File: src/rtl/hough_result_tx.sv
// ---------------------------------------------------------------------------
// hough_result_tx
//
// Captures the Hough line detector's results on each `done` pulse and
// serialises them as a framed byte packet for the UART transmitter:
//   SYNC_BYTE, N, {rho, theta, votes} x N (slot order), CHK
// where N = min(num_lines, MAX_LINES) and CHK = XOR of N and all payload bytes.
//
// Ports:
//   clk, reset                  clock, asynchronous active-high reset
//   done                        one-cycle result-valid pulse from the detector
//   num_lines                   number of valid line slots reported
//   line_rho/theta/votes_0..3   per-slot line results
//   tx_data, tx_valid, tx_ready byte stream with valid/ready handshake
//   busy                        packet being captured or sent
//   pkt_sent                    one-cycle pulse after the CHK byte is accepted
//   overrun                     sticky: a done pulse arrived while busy
// ---------------------------------------------------------------------------
module hough_result_tx #(
    parameter int         MAX_LINES = 4,
    parameter logic [7:0] SYNC_BYTE = 8'hA5
) (
    input  logic       clk,
    input  logic       reset,
    input  logic       done,
    input  logic [7:0] num_lines,
    input  logic [7:0] line_rho_0,
    input  logic [7:0] line_rho_1,
    input  logic [7:0] line_rho_2,
    input  logic [7:0] line_rho_3,
    input  logic [7:0] line_theta_0,
    input  logic [7:0] line_theta_1,
    input  logic [7:0] line_theta_2,
    input  logic [7:0] line_theta_3,
    input  logic [7:0] line_votes_0,
    input  logic [7:0] line_votes_1,
    input  logic [7:0] line_votes_2,
    input  logic [7:0] line_votes_3,
    output logic [7:0] tx_data,
    output logic       tx_valid,
    input  logic       tx_ready,
    output logic       busy,
    output logic       pkt_sent,
    output logic       overrun
);

    localparam logic [7:0] MAX_N = 8'(MAX_LINES);

    typedef enum logic [2:0] {
        IDLE,
        SYNC,
        COUNT,
        PAYLOAD,
        CHK
    } state_t;

    state_t     state, state_nxt;
    logic [7:0] n_lines;
    logic [7:0] rho_s   [0:3];
    logic [7:0] theta_s [0:3];
    logic [7:0] votes_s [0:3];
    logic [1:0] field;      // 0 = rho, 1 = theta, 2 = votes
    logic [1:0] slot;
    logic [7:0] chk;
    logic       capture;
    logic       xfer;
    logic       last_payload;

    // Every non-IDLE state presents a byte, so valid and busy coincide.
    assign tx_valid     = (state != IDLE);
    assign busy         = tx_valid;
    assign xfer         = tx_valid && tx_ready;
    assign last_payload = (field == 2'd2) && ({6'd0, slot} == (n_lines - 8'd1));

    always_ff @(posedge clk or posedge reset) begin
        if (reset) begin
            state <= IDLE;
        end else begin
            state <= state_nxt;
        end
    end

    always_comb begin
        state_nxt = state;
        tx_data   = 8'h00;
        capture   = 1'b0;
        case (state)
            IDLE: begin
                if (done) begin
                    capture   = 1'b1;
                    state_nxt = SYNC;
                end
            end
            SYNC: begin
                tx_data = SYNC_BYTE;
                if (tx_ready) state_nxt = COUNT;
            end
            COUNT: begin
                tx_data = n_lines;
                if (tx_ready) state_nxt = (n_lines == 8'd0) ? CHK : PAYLOAD;
            end
            PAYLOAD: begin
                case (field)
                    2'd0:    tx_data = rho_s[slot];
                    2'd1:    tx_data = theta_s[slot];
                    2'd2:    tx_data = votes_s[slot];
                    default: tx_data = 8'h00;
                endcase
                if (tx_ready && last_payload) state_nxt = CHK;
            end
            CHK: begin
                tx_data = chk;
                if (tx_ready) state_nxt = IDLE;
            end
            default: state_nxt = IDLE;
        endcase
    end

    always_ff @(posedge clk or posedge reset) begin
        if (reset) begin
            n_lines  <= 8'd0;
            field    <= 2'd0;
            slot     <= 2'd0;
            chk      <= 8'd0;
            pkt_sent <= 1'b0;
            overrun  <= 1'b0;
            for (int i = 0; i < 4; i++) begin
                rho_s[i]   <= 8'd0;
                theta_s[i] <= 8'd0;
                votes_s[i] <= 8'd0;
            end
        end else begin
            pkt_sent <= (state == CHK) && xfer;
            // A done that finds us mid-packet is dropped, not queued.
            if (done && (state != IDLE)) overrun <= 1'b1;

            if (capture) begin
                n_lines    <= (num_lines > MAX_N) ? MAX_N : num_lines;
                field      <= 2'd0;
                slot       <= 2'd0;
                chk        <= 8'd0;
                rho_s[0]   <= line_rho_0;
                rho_s[1]   <= line_rho_1;
                rho_s[2]   <= line_rho_2;
                rho_s[3]   <= line_rho_3;
                theta_s[0] <= line_theta_0;
                theta_s[1] <= line_theta_1;
                theta_s[2] <= line_theta_2;
                theta_s[3] <= line_theta_3;
                votes_s[0] <= line_votes_0;
                votes_s[1] <= line_votes_1;
                votes_s[2] <= line_votes_2;
                votes_s[3] <= line_votes_3;
            end else if (xfer) begin
                // SYNC is excluded from the checksum; COUNT and payload fold in.
                if ((state == COUNT) || (state == PAYLOAD)) chk <= chk ^ tx_data;
                if (state == PAYLOAD) begin
                    if (field == 2'd2) begin
                        field <= 2'd0;
                        slot  <= slot + 2'd1;
                    end else begin
                        field <= field + 2'd1;
                    end
                end
            end
        end
    end

endmodule

File: config.mk
export PLATFORM = sky130hd
export DESIGN_NAME = hough_result_tx
export DESIGN_NICKNAME = d
export VERILOG_FILES = /design/src/rtl/hough_result_tx.sv
export SDC_FILE = /design/constraint.sdc
export NUM_CORES = 1
export LEC_CHECK = 0
export ABC_AREA = 1
export CAP_MARGIN = 20
export CELL_PAD_IN_SITES_DETAIL_PLACEMENT = 1
export CELL_PAD_IN_SITES_GLOBAL_PLACEMENT = 1
export CORE_MARGIN = 1
export CORE_UTILIZATION = 35
export DETAILED_ROUTE_END_ITERATION = 8
export GPL_TIMING_DRIVEN = 1
export MAX_ROUTING_LAYER = met4
export PLACE_DENSITY_LB_ADDON = 0.1
export SYNTH_ARGS = -nofsm -noshare
export SYNTH_HDL_FRONTEND = slang
export SYNTH_SLANG_ARGS = --single-unit
File: constraint.sdc
create_clock -name clk -period 5.47 [get_ports clk]
set_input_delay 1.641 -clock clk [delete_from_list [all_inputs] [get_ports clk]]
set_output_delay 1.641 -clock clk [all_outputs]
set_load 0.01 [all_outputs]
== Yosys cells after proc, flatten, opt, wreduce, memory -nomap -nowiden ==
Index checks and enable logic that the tools add are counted.

* Bitwise gates (word level): 2
* Add/sub/neg operators: 3
* Reduce and logical (&&, ||, !) cells: 18
* Equality and inequality tests: 12
* Multiplexer cells: 32
* $lt $le $gt $ge: 2

{| class="wikitable"
|+ Operator list
! kind !! count
|-
| $mux W8 || 10
|-
| $bmux W8 S2 || 3
|-
| $pmux W8 S4 || 1
|-
| $pmux W8 S3 || 1
|-
| $mux W3 || 6
|-
| $mux W2 || 8
|-
| $pmux W3 S5 || 1
|-
| $ne A2 B2 Y1 const B || 5
|-
| $eq A2 B8 Y1 || 1
|-
| $gt A8 B3 Y1 const B || 1
|-
| $logic_not A8 Y1 || 1
|-
| $reduce_bool A2 Y1 || 4
|-
| $sub A8 B1 Y8 const B || 1
|-
| $xor A8 B8 Y8 || 1
|-
| $eq A3 B2 Y1 const B || 2
|-
| $logic_and A1 B1 Y1 || 5
|-
| $reduce_and A5 Y1 || 1
|-
| $add A2 B1 Y2 const B || 2
|-
| $reduce_and A2 Y1 || 2
|-
| $eq A3 B1 Y1 const B || 1
|-
| $eq A3 B3 Y1 const B || 1
|-
| $ge A3 B3 Y1 const B || 1
|-
| $logic_not A3 Y1 || 1
|-
| $not A2 Y3 || 1
|-
| other kinds (7) || 8
|}

* Register bits after elaboration: 121
* Output and inout bits: 12
* Input bits: 108
* Word-level logic and storage cells: 88

== Longest topological paths before layout ==
* Depth in word-level cells: 10
* Mapped depth: 13
* Depth with buffers taken out: 11

== Worst setup path after synthesis ==
OpenSTA, ideal clock, no wires.

* Path type: register to output
* Start point: register slot[1]
* End point: output port tx_data[2]
* Data required time: 3.829 ns
* Arrival time: 1.092 ns
* Cell stages (with the launch flop): 10
* Buffers on the path: 2
* Path slack: 2.737 ns
* Cell sequence: dfrtp_1 -> buf_4 -> inv_4 -> buf_6 -> nand3_1 -> nand2_1 -> nand2_1 -> nand3_1 -> nand2_1 -> nand2_2

* Word-level cells in the longest chain between the ends: 6
* Elaborated cells on any way between the ends: 12
* Classes of those cells: mux: 11; bitwise: 1

{| class="wikitable"
|+ RTL lines
! what !! RTL line !! RTL
|-
| from (decl) || 63 || <nowiki>logic [1:0] slot;</nowiki>
|-
| from (signal assigned) || 160 || <nowiki>slot <= slot + 2'd1;</nowiki>
|-
| $not A2 Y3 (implied by the code) (*) || 104, 105, 106 ||
|-
| $bmux W8 S2 (on tied branches) || 106, 104, 105 ||
|-
| $mux W8 (on tied branches) (2 in a row) || 106, 104, 105 ||
|-
| $pmux W8 S3 (*) || 103 || <nowiki>case (field)</nowiki>
|-
| $pmux W8 S4 (*) || 87 || <nowiki>case (state)</nowiki>
|-
| to (decl) || 39 || <nowiki>output logic [7:0] tx_data,</nowiki>
|}

Mark *: on every way between the ends. The rest lies on a longest branch, timed or not. The select of a mux whose other input is x is not followed.

== Worst setup path in the final report ==
* Start point: register slot[1]
* End point: output port tx_data[6]

The elaborated chain is that of the path after synthesis.

==> impl_metrics.tcl <==
set metrics [dict create \
    synth_nets 931 \
    most_frequent_cells_after_synthesis "sky130_fd_sc_hd__nand2_1 (275), sky130_fd_sc_hd__inv_1 (123), sky130_fd_sc_hd__dfrtp_1 (121)" \
    top_level_ports 120 \
    placement.cell_area_um2 7420 \
    finalWeightedCongestion 0.839 \
    ctsLongestPathBuffers 2 \
    finalSetupViolations 0 \
    area_growth_pct 30.2 \
    post_route_cells_drive_above_1_share_pct 7.04 \
    achievable-frequency_ghz 0.219 \
    syn_inst 822 \
    initial_drt_pass_iterations 4 \
    count_of_vias_placed_by_the_detailed_router 5617 \
    clock-sinks 121 \
    root_buffer "sky130_fd_sc_hd__clkbuf_16" \
    tritoncts "done" \
    power_density_nw_per_um2 559 \
    run_status "finished, final reports clean" \
    report.final.hold_viol_count 0 \
    chipWidth_um 135 \
    initial_core_util_pct 35.9 \
    synthDistinctLibCells 31 \
    final_design_area_no_fill_um2 8110 \
    grt_most_used_layer "met2" \
    cp_slowest_stage_delay_ns 1.07 \
    critPathArrivalTime_ns 2.92 \
    async_flop_share_pct 100 \
    cts_setup_buffers 0 \
    worst_setup_slack_after_placement_ns 1.36 \
    worst_pin_slew_ns 1.10 \
    crit_path_frequent_cell "sky130_fd_sc_hd__nand2_1" \
    post_synth.cell_area_avg_um2 7.58 \
    synth_seq_cells 121 \
    met2_usage_pct 35.2 \
    relSlewSlack_pct 26.4 \
    post_route_fraction_of_the_period_consumed_by_the_critical_path_pct 83.5 \
    hold_start "n_lines[4]$_DFFE_PP0P_" \
    synth_ff_type "sky130_fd_sc_hd__dfrtp_1" \
    clkLatencyLatePin_ns 0.42 \
    drt_first_iter_violations 307 \
    endpoint_kind "primary output" \
    row_count 48 \
    synth.top_cells.by_area "sky130_fd_sc_hd__dfrtp_1 (49%), sky130_fd_sc_hd__nand2_1 (17%), sky130_fd_sc_hd__inv_1 (7.4%)" \
    synth_largest_type_area_fraction_pct 48.6 \
    static-leakage-power_nw 3.89 \
    final.setup_skew_ns 0.00564 \
    setup_tns_final_ns 0 \
    required_ns 3.83 \
    critPathMaxFanout 28 \
    startpoint_type "register" \
    grt.met3_usage_pct 3.67 \
    finalNetCount 1033 \
    antenna_left 0 \
    grt_overflow_total 0 \
    synthesis.area_um2 6230 \
    design_power_total_mw 4.53 \
    routed_via_density 4.83 \
    globalRouteTotalUtil_pct 22.4 \
    portBuffers 119 \
    ctsHoldBuffers 0 \
    dpl.hpwl_um 13100 \
    met1_usage_pct 29.2 \
    synth.most_common_cell "sky130_fd_sc_hd__nand2_1" \
    criticalPathCategory "register to primary output" \
    worst_slack_ns 0.905 \
    cts-htree-levels 4 \
    ys_seq_area_share_pct 48.6 \
    hp-class "register to register" \
    post-route-drc-count 0 \
    ir_worst_vdd_v 0.000251 \
    clock_slew_seen_by_the_registers_of_the_worst_setup_and_hold_paths_ns 0.06 \
    grt_antenna_before_repair 0 \
    worstPathCellList "inv_4 > nand3_1 > nand2_1 > nand2_1 > nand3_1 > nand2_1 > nand2_2 > clkdlybuf4s50_1" \
    dieArea_um2 18300 \
    drv_cap 0 \
    cp_slowest_cell "sky130_fd_sc_hd__dfrtp_1" \
    netlist.top_cell.by_area "sky130_fd_sc_hd__dfrtp_1" \
    critPathLaunch "slot[1]$_DFFE_PP0P_" \
    core_region_area_um2 17400 \
    grt_setup_unrepaired "no" \
    timing_max_transition_violations_final 0 \
    cts_buffers 17 \
    antenna_cells 0 \
    detail_route.wl_per_cell_um 15.8 \
    postRouteWirelength_um 18400 \
    maximum_number_of_pins_on_one_net_before_global_route_repair 87 \
    first_global_vias 6045 \
    period_needed_ns 4.57 \
    die_h_um 135 \
    synth.yosys.warnings 0 \
    grt_first_pass_wirelength_um 30600 \
    synth-edff-count 0 \
    postCtsResizedCells 0 \
    critical_path.reg2reg.startpoint "state[0]$_DFFE_PP0P_" \
]
[through the flow]
stage | utilization, % | hold WS (ns) | std cells
finish | 46.7 | 0.470 | 1162
CTS | 46.7 | 0.469 | 1162
global route | 46.7 | 0.494 | 1162
global placement | 42.8 | 0.449 | 1130
floorplan | - | 0.436 | 822
detailed placement | 42.8 | 0.455 | 1130
[state kept, by name, summed over array words and instances (netlist names)]
| signal | flops |
|---|---|
| chk | 8 |
| state | 3 |
| n_lines | 8 |
| overrun | 1 |
| theta_s | 32 |
| slot | 2 |
| field | 2 |
| votes_s | 32 |
| pkt_sent | 1 |
| rho_s | 32 |
[cell type report]
| type | count | area (µm²) |
|---|---|---|
| well taps | 225 | 282 |
| clock inverters | 12 | 219 |
| flip-flops and latches | 121 | 3030 |
| clock buffers | 20 | 467 |
| multi-input cells | 530 | 2360 |
| inverters | 130 | 498 |
| fillers | 2086 | 9250 |
| repair buffers | 124 | 1250 |
[cells by family after synthesis]
family / after synthesis / synth area share [%]
AO/OA/AOI/OAI: 136 / 11.4
buffers and inverters: 171 / 13.5
adder cells (fa/ha/maj): 1 / 0.201
flip-flops: 121 / 48.6
AND/OR/NAND/NOR: 393 / 26.4
[power breakdown]
part	leakage, nW	total, mW	switching [mW]	internal [mW]
sequential	1.50	1.46	0.167	1.30
combinational	2.06	1.76	1.13	0.630
clock	0.332	1.31	0.419	0.888
[worst max-delay path: cells and delay by family (launching register included)]
kind                   cells  cell delay (ns)
flip-flops                 1             1.07
buffers and inverters      2             0.77
AND/OR/NAND/NOR            6             0.66
[path summary, 6_finish.rpt]
| check | to | slack (ns) | cells past startpoint |
|---|---|---|---|
| max in group asynchronous | theta_s[1]$_DFFE_PP0P_ | 2.80 | 3 |
| hold reg to reg | n_lines[4]$_DFFE_PP0P_ | 0.47 | 2 |
| hold / removal | n_lines[4]$_DFFE_PP0P_ | 0.47 | 2 |
| setup reg to reg | chk[5]$_DFFE_PP0P_ | 3.02 | 8 |
| setup / recovery | tx_data[6] | 0.90 | 8 |
| min in group asynchronous | rho_s[5]$_DFFE_PP0P_ | 1.75 | 2 |
[per-layer routing]
metal	vias to the layer above	routed length [µm]
met2	109	8480
li1	2746	-
met5	-	0
met4	0	350
met1	2732	8930
met3	30	612
[cell usage in the layout, fill, tap and decap left out, drive strengths merged, types with 2 or more instances in the layout]
| cell | count |
|---|---|
| a21oi | 16 |
| clkinvlp | 2 |
| o21ai | 115 |
| inv | 130 |
| o22ai | 2 |
| clkdlybuf4s50 | 119 |
| nand2 | 285 |
| clkinv | 4 |
| nor2 | 26 |
| nor3 | 5 |
| clkbuf | 20 |
| buf | 5 |
| bufinv | 6 |
| nand3 | 73 |
| dfrtp | 121 |
No activity file was read; power rests on OpenSTA's default activity.
